[src/rtl/spi_master_pkg.sv]
// Shared constants for the SPI master register slice: register addresses,
// bit positions inside CTRL / CMD / STATUS, and reset defaults.
package spi_master_pkg;

  // Register addresses on the 3-bit bus address
  localparam logic [2:0] ADDR_DIVL = 3'd0;
  localparam logic [2:0] ADDR_DIVH = 3'd1;
  localparam logic [2:0] ADDR_CTRL = 3'd2;
  localparam logic [2:0] ADDR_EXT  = 3'd3;
  localparam logic [2:0] ADDR_DATA = 3'd4;
  localparam logic [2:0] ADDR_CMD  = 3'd5;
  localparam logic [2:0] ADDR_CS   = 3'd6;
  localparam logic [2:0] ADDR_RSVD = 3'd7;

  // CTRL bit positions (bit 0 is reserved and always reads 0)
  localparam int CTRL_SPE      = 7;
  localparam int CTRL_BIDIROEN = 6;
  localparam int CTRL_SPC0     = 5;
  localparam int CTRL_CPOL     = 4;
  localparam int CTRL_CPHA     = 3;
  localparam int CTRL_LSBFE    = 2;
  localparam int CTRL_IE       = 1;

  // CMD bit positions on write
  localparam int CMD_START = 0;
  localparam int CMD_STOP  = 1;
  localparam int CMD_READ  = 2;
  localparam int CMD_WRITE = 3;
  localparam int CMD_IACK  = 7;

  // STATUS bit positions on read of the CMD address
  localparam int STATUS_IF   = 0;
  localparam int STATUS_TIP  = 1;
  localparam int STATUS_WFLG = 2;
  localparam int STATUS_RFLG = 3;

  // Reset defaults for the parameterised registers
  localparam logic [15:0] RESET_DIV_DEFAULT = 16'h0000;
  localparam logic [7:0]  RESET_CS_DEFAULT  = 8'h00;

endpackage

[src/rtl/spi_master_irq_ctrl.sv]
// Interrupt flag block: holds the transfer-done flag (IF) and the sticky
// read/write event flags, and combines them with the enable into INTR.
module spi_master_irq_ctrl (
  input  logic clk,
  input  logic rst,
  input  logic trnfer_cmplte,
  input  logic iack,
  input  logic irq_read,
  input  logic irq_write,
  input  logic ie,
  output logic irq_flag,
  output logic rflg,
  output logic wflg,
  output logic intr
);

  // Flag registers: a set event always beats a simultaneous acknowledge
  always_ff @(posedge clk) begin
    // NOTE: state is assigned with <= so every flop samples the pre-edge
    // values of its neighbours, whatever order the statements are in.
    if (rst) begin
      irq_flag <= 1'b0;
      rflg     <= 1'b0;
      wflg     <= 1'b0;
    end else begin
      if (trnfer_cmplte)  irq_flag <= 1'b1;
      else if (iack)      irq_flag <= 1'b0;

      if (irq_read)       rflg <= 1'b1;
      else if (iack)      rflg <= 1'b0;

      if (irq_write)      wflg <= 1'b1;
      else if (iack)      wflg <= 1'b0;
    end
  end

  // Interrupt request is a pure function of registered flags and enable
  assign intr = ie & (irq_flag | rflg | wflg);

endmodule

[src/rtl/spi_master_registers.sv]
// Bus-side 8-bit register file for the SPI master: divisor, mode bits,
// extra-clock control, TX data, chip-select and the pending command bits.
// Reads are a combinational mux; writes land on the next rising edge.
module spi_master_registers
  import spi_master_pkg::*;
#(
  parameter logic [15:0] RESET_DIV = RESET_DIV_DEFAULT,
  parameter logic [7:0]  RESET_CS  = RESET_CS_DEFAULT
) (
  input  logic        CLK_i,
  input  logic        RST_i,
  input  logic [2:0]  AD_i,
  input  logic        WR_i,
  input  logic [7:0]  Data_i,
  output logic [7:0]  Data_o,
  output logic [15:0] Divisor_o,
  output logic        SPE_o,
  output logic        BIDIROEn_o,
  output logic        SPC0_o,
  output logic        CPOL_o,
  output logic        CPHA_o,
  output logic        LSBFE_o,
  input  logic        trnfer_cmplte_i,
  output logic        start_o,
  output logic        stop_o,
  output logic        read_o,
  output logic        write_o,
  output logic [2:0]  SPI_Bit_Ctrl_o,
  output logic [2:0]  Ext_SPI_Clk_Cnt_o,
  output logic        Ext_SPI_Clk_En_o,
  input  logic [7:0]  SPI_Read_Data_i,
  output logic [7:0]  SPI_Write_Data_o,
  output logic [7:0]  SPI_CS_Reg_o,
  input  logic        IRQ_read_i,
  input  logic        IRQ_write_i,
  output logic        INTR_o,
  output logic        TIP_o
);

  logic [15:0] div_q;
  logic [7:0]  ctrl_q;     // bit 0 held at 0
  logic [6:0]  ext_q;
  logic [7:0]  txr_q;
  logic [7:0]  cs_q;
  logic [3:0]  cmd_q;      // {write, read, stop, start}
  logic        irq_flag, rflg, wflg;
  logic        wr_cmd, iack;
  logic [7:0]  status;

  assign wr_cmd = WR_i && (AD_i == ADDR_CMD);
  assign iack   = wr_cmd && Data_i[CMD_IACK];

  // Configuration registers: plain read/write storage
  always_ff @(posedge CLK_i) begin
    if (RST_i) begin
      div_q  <= RESET_DIV;
      ctrl_q <= 8'h00;
      ext_q  <= 7'h00;
      txr_q  <= 8'h00;
      cs_q   <= RESET_CS;
    end else if (WR_i) begin
      unique case (AD_i)
        ADDR_DIVL: div_q[7:0]  <= Data_i;
        ADDR_DIVH: div_q[15:8] <= Data_i;
        ADDR_CTRL: ctrl_q      <= {Data_i[7:1], 1'b0};
        ADDR_EXT:  ext_q       <= Data_i[6:0];
        ADDR_DATA: txr_q       <= Data_i;
        ADDR_CS:   cs_q        <= Data_i;
        default:   ;  // CMD handled below, address 7 ignores writes
      endcase
    end
  end

  // Pending command bits: a gated CMD write wins over completion, and
  // clearing SPE later does not abort what is already pending
  always_ff @(posedge CLK_i) begin
    if (RST_i)                        cmd_q <= 4'h0;
    else if (wr_cmd && ctrl_q[CTRL_SPE]) cmd_q <= Data_i[3:0];
    else if (trnfer_cmplte_i)         cmd_q <= 4'h0;
  end

  spi_master_irq_ctrl u_irq_ctrl (
    .clk           (CLK_i),
    .rst           (RST_i),
    .trnfer_cmplte (trnfer_cmplte_i),
    .iack          (iack),
    .irq_read      (IRQ_read_i),
    .irq_write     (IRQ_write_i),
    .ie            (ctrl_q[CTRL_IE]),
    .irq_flag      (irq_flag),
    .rflg          (rflg),
    .wflg          (wflg),
    .intr          (INTR_o)
  );

  assign TIP_o = |cmd_q;

  always_comb begin
    status              = 8'h00;
    status[STATUS_IF]   = irq_flag;
    status[STATUS_TIP]  = TIP_o;
    status[STATUS_WFLG] = wflg;
    status[STATUS_RFLG] = rflg;
  end

  // Zero-latency read mux on the bus address
  always_comb begin
    // NOTE: default first so no path through the case leaves Data_o
    // unassigned, which would otherwise infer a latch.
    Data_o = 8'h00;
    unique case (AD_i)
      ADDR_DIVL: Data_o = div_q[7:0];
      ADDR_DIVH: Data_o = div_q[15:8];
      ADDR_CTRL: Data_o = ctrl_q;
      ADDR_EXT:  Data_o = {1'b0, ext_q};
      ADDR_DATA: Data_o = SPI_Read_Data_i;
      ADDR_CMD:  Data_o = status;
      ADDR_CS:   Data_o = cs_q;
      ADDR_RSVD: Data_o = 8'h00;
      default:   Data_o = 8'h00;
    endcase
  end

  assign Divisor_o         = div_q;
  assign SPE_o             = ctrl_q[CTRL_SPE];
  assign BIDIROEn_o        = ctrl_q[CTRL_BIDIROEN];
  assign SPC0_o            = ctrl_q[CTRL_SPC0];
  assign CPOL_o            = ctrl_q[CTRL_CPOL];
  assign CPHA_o            = ctrl_q[CTRL_CPHA];
  assign LSBFE_o           = ctrl_q[CTRL_LSBFE];
  assign SPI_Bit_Ctrl_o    = ext_q[2:0];
  assign Ext_SPI_Clk_Cnt_o = ext_q[5:3];
  assign Ext_SPI_Clk_En_o  = ext_q[6];
  assign SPI_Write_Data_o  = txr_q;
  assign SPI_CS_Reg_o      = cs_q;
  assign start_o           = cmd_q[CMD_START];
  assign stop_o            = cmd_q[CMD_STOP];
  assign read_o            = cmd_q[CMD_READ];
  assign write_o           = cmd_q[CMD_WRITE];

endmodule

[config.mk]
export PLATFORM = sky130hd
export DESIGN_NAME = spi_master_registers
export DESIGN_NICKNAME = d
export VERILOG_FILES = /design/src/rtl/spi_master_pkg.sv /design/src/rtl/spi_master_irq_ctrl.sv /design/src/rtl/spi_master_registers.sv
export SDC_FILE = /design/constraint.sdc
export NUM_CORES = 1
export LEC_CHECK = 0
export CELL_PAD_IN_SITES_DETAIL_PLACEMENT = 1
export CELL_PAD_IN_SITES_GLOBAL_PLACEMENT = 2
export CORE_ASPECT_RATIO = 1.1
export CORE_MARGIN = 5
export CORE_UTILIZATION = 23
export DETAILED_ROUTE_END_ITERATION = 6
export PLACE_DENSITY = 0.87
export SLEW_MARGIN = 10
export SYNTH_ARGS = -nofsm -noshare
export SYNTH_HDL_FRONTEND = slang
export SYNTH_SLANG_ARGS = --single-unit
[constraint.sdc]
create_clock -name CLK_i -period 2 [get_ports CLK_i]
set_input_delay 0.6 -clock CLK_i [delete_from_list [all_inputs] [get_ports CLK_i]]
set_output_delay 0.6 -clock CLK_i [all_outputs]
set_load 0.005 [all_outputs]
Word level (Yosys, flattened, before mapping)
Index checks and enable logic that the tools add are counted.

storage, ports and cells
  register bits = 53
  input bits = 25
  output and inout port bits = 59

operators by class
  eq/ne operators = 7
  muxes and demuxes = 7
  bitwise gates (word level) = 3
  reductions and logical operators = 15

operators by type and width
  cell                  count
  $pmux W8 S8           1
  $eq A3 B3 Y1 const B  4
  $reduce_and A2 Y1     6
  $mux W4               2
  $reduce_bool A2 Y1    4
  $eq A3 B2 Y1 const B  2
  $mux W1               4
  $reduce_or A4 Y1      1
  $eq A3 B1 Y1 const B  1
  $logic_and A1 B1 Y1   3
  $logic_not A3 Y1      1
  $or A1 B1 Y1          2
  $and A1 B1 Y1         1

Longest topological paths before layout
  depth in word-level cells = 5
  depth in mapped cells = 6
  mapped depth without buffers = 4

Hierarchy
From an unflattened synthesis, not the netlist that was laid out.

unflattened totals
  cell total of the unflattened synthesis = 294
  area, all modules = 2401.1 sq um

by module, submodules not included
  module                instances  cells an instance  area an instance (sq um)  sequential area each (sq um)
  spi_master_registers  1          281                2287.2                    1001.0
  spi_master_irq_ctrl   1          13                 113.9                     60.1

Worst setup path before layout
No wires, ideal clock.

  path type = in2out
  from = input port AD_i[2]
  to = output port Data_o[1]
  arrival = 1.501 ns
  data required time = 1.400 ns
  slack = -0.101 ns
  stages = 6
  path through = buf_4 buf_4 nand2b_1 a221oi_1 a21oi_1 a21oi_1

between the ends
  word-level cells in the longest chain between the ends = 2
  elaborated cells on any way between the ends = 9
  those cells by class = eq/ne (7); mux (1); reduce/logical (1)

RTL lines
  item                                        line                         RTL
  from (decl)                                 spi_master_registers.sv:12   input logic [2:0] AD_i,
  $eq A3 B3 Y1, or another cell as far along  spi_master_registers.sv:111  unique case (AD_i)
  $pmux W8 S8 *                               spi_master_registers.sv:111
  to (decl)                                   spi_master_registers.sv:15   output logic [7:0] Data_o,

Mark *: on every way between the ends. The rest lies on a longest branch, timed or not.

Worst setup path after layout
  from = input port AD_i[0]
  to = output port Data_o[3]

Same word-level chain as after synthesis.

==> impl_metrics.json <==
{
  "finalCritPeriodShare_pct": 115.4,
  "fp.dieW_um": 107.3,
  "netlist_area_mm2": 0.002395,
  "netlist.area_leader.share_pct": 44.31,
  "insertion_delay_ps": 290,
  "syn_nets": 305,
  "synth_ff_type": "dfxtp_1",
  "drcViolationCount": 0,
  "worst_slack_ps": -307.4,
  "slew_violations": 0,
  "utilization_pct": 40.89,
  "ys_types": 37,
  "layout.cells.non_filler": 556,
  "firstDrtPassIters": 4,
  "numCtsBuffers": 5,
  "grt_pass1_vias": 2745,
  "cts_max_level": 2,
  "cpPeakStageDelay_ps": 500,
  "fmax_mhz": 433.4,
  "worst_ep_arrival_time_ps": 1710,
  "hold_violations": 0,
  "rsz0062_at_grt": "yes",
  "min_period_ps": 2307,
  "status": "finished with violations",
  "worst_slew_pin_slew_ps": 438.2,
  "power_leakage_nw": 1.681,
  "critPathRequiredTime_ps": 1400,
  "cp_max_fo": 5,
  "drtIter0Drc": 109,
  "rows": 39,
  "final_nets": 437,
  "netlist_instances": 280,
  "async_reset_ff_share_pct": 0,
  "start_util_pct": 23.26,
  "ys_ff_latch": 53,
  "final_layout_size_suffix_gt1_share_pct": 28.33,
  "grt_overflow_total": 0,
  "hp-class": "reg -> reg",
  "grt_pass1_wl_um": 15480,
  "dp_hpwl_um": 7177,
  "clockRootBuffer": "clkbuf_16",
  "cts_tree": "yes",
  "vias_per_cell": 4.561,
  "setup_viol": 9,
  "clock_path_buffers": 2,
  "regArea_mm2": 0.001062,
  "synth_edf_count": 0,
  "wirelength_um": 10060,
  "cp-end-kind": "output port",
  "cp-start-kind": "input port",
  "dieArea_mm2": 0.01256,
  "pin_count": 84,
  "worst-setup-path-type": "in -> out",
  "grt.total_usage_pct": 16.03,
  "ir_worst_vdd_uv": 314.9,
  "antenna_found_initial": 0,
  "clock_skew_ps": 4.750,
  "violations": "setup timing",
  "portBuffers": 83,
  "avgSynthCellArea_um2": 8.553,
  "vias": 2536,
  "synthTopCellsByArea": "dfxtp_1 44%, mux2i_1 14%, nand2_1 8.3%",
  "syn2layout_area_growth_pct": 75.81,
  "path_clk_slew_ps": 70,
  "coreArea_mm2": 0.01030,
  "ctsHoldBuffers": 0,
  "grt_max_degree": 54,
  "netlist_top_cells_count": "53 x dfxtp_1, 53 x nand2_1, 40 x nor2_1",
  "fillerInstances": 1169,
  "wl_per_cell_um": 18.09,
  "critical_path.cell_chain": "buf_8, buf_8, mux4_2, mux2_4, buf_6",
  "seq_area_frac_synth_pct": 44.31,
  "diodes": 0,
  "place_congestion": 0.8140,
  "multiInputGateArea_mm2": 0.001395,
  "clkSinkCount": 53,
  "synth_area_leader_cell": "dfxtp_1",
  "drv_cap": 0,
  "slew_headroom_pct": 70.70,
  "dp_cells": 534,
  "crit_path_top_delay_cell": "mux4_2",
  "cp_common_cell": "buf_8",
  "yosysWarnings": 0,
  "antenna_left": 0,
  "dieHeight_um": 117.0,
  "power_density_mw_per_mm2": 567.4
}
==> where the power goes <==
group	internal [mW]	switching, mW
registers	1.08	0.0226
clock network	0.461	0.403
logic	0.231	0.193
total	1.77	0.619
==> final cells by class <==
cell class	instances	area share, %
Clock inverter	3	0.4160
Timing Repair Buffer	141	33.64
Multi-Input combinational cell	207	33.14
Clock buffer	5	2.972
Inverter	4	0.3566
Tap cell	143	4.250
Sequential cell	53	25.23
==> cells by family after synthesis <==
| group | count (synthesis) | share of synthesized area, % |
|---|---|---|
| and+or+nand+nor | 120 | 22.62 |
| DFF | 53 | 44.31 |
| AOI/OAI and AO/OA | 49 | 11.55 |
| muxes | 38 | 17.55 |
| buffers and inverters | 20 | 3.970 |
==> timing repair <==
action                     CTS  global route
buffers inserted            13             2
pin swaps                   20             8
resized for setup          111            14
setup endpoints to repair   54            10
gates cloned                 2             1
==> worst max-delay path, delay by kind of cell <==
kind	cells	cell delay [ps]
buf+inv	3	310
mux	2	790
==> placed cells by master, fill, tap and decap left out, types with 4 or more instances in the layout <==
master / n
clkbuf_16: 6
o21ai_1: 4
dfxtp_1: 52
buf_2: 8
mux2i_1: 31
buf_4: 40
a21oi_1: 32
clkdlybuf4s50_1: 61
buf_12: 9
buf_6: 9
nor2_1: 36
dlygate4sd2_1: 7
nor2_4: 4
nor2b_1: 5
nand2_1: 52
==> stage by stage <==
stage | area (um^2) | power (mW) | worst slack (ps) | hold slack [ps] | TNS [ps]
after global routing | 4210 | 2.490 | -320.0 | 517.5 | -2169
final | 4210 | 2.389 | -307.4 | 486.6 | -1817
after floorplan | 2411 | 1.257 | -59.38 | 460.9 | -167.7
after detailed placement | 3741 | 1.479 | -1098 | 481.4 | -26200
after CTS | 4158 | 2.390 | -299.5 | 491.2 | -1944
after global placement | 3741 | 1.470 | -1064 | 467.9 | -24610
==> flip-flops by register name, summed over array words and instances (netlist names) <==
signal and cells:
u_irq_ctrl.wflg 1, u_irq_ctrl.rflg 1, ext_q 7, ctrl_q 7, u_irq_ctrl.irq_flag 1, Divisor_o 16, SPI_Write_Data_o 8, SPI_CS_Reg_o 8
cmd_q 4
==> routing by layer <==
layer	vias to the layer above	track usage (%)	wire length [um]
met1	1242	19.40	4334
met4	0	6.394	287
li1	1210	-	-
met5	-	0	0
met2	63	27.87	4998
met3	21	3.401	436
==> worst paths after layout <==
path | startpoint | end | slack (ps) | cells after the start
min | Divisor_o[6] | Divisor_o[6] | 490 | 2
min reg2reg | Divisor_o[6] | Divisor_o[6] | 490 | 2
max | AD_i[0] | Data_o[3] | -310 | 5
max reg2reg | ctrl_q[7] | cmd_q[2] | 910 | 5
No activity file was read; power rests on OpenSTA's default activity.
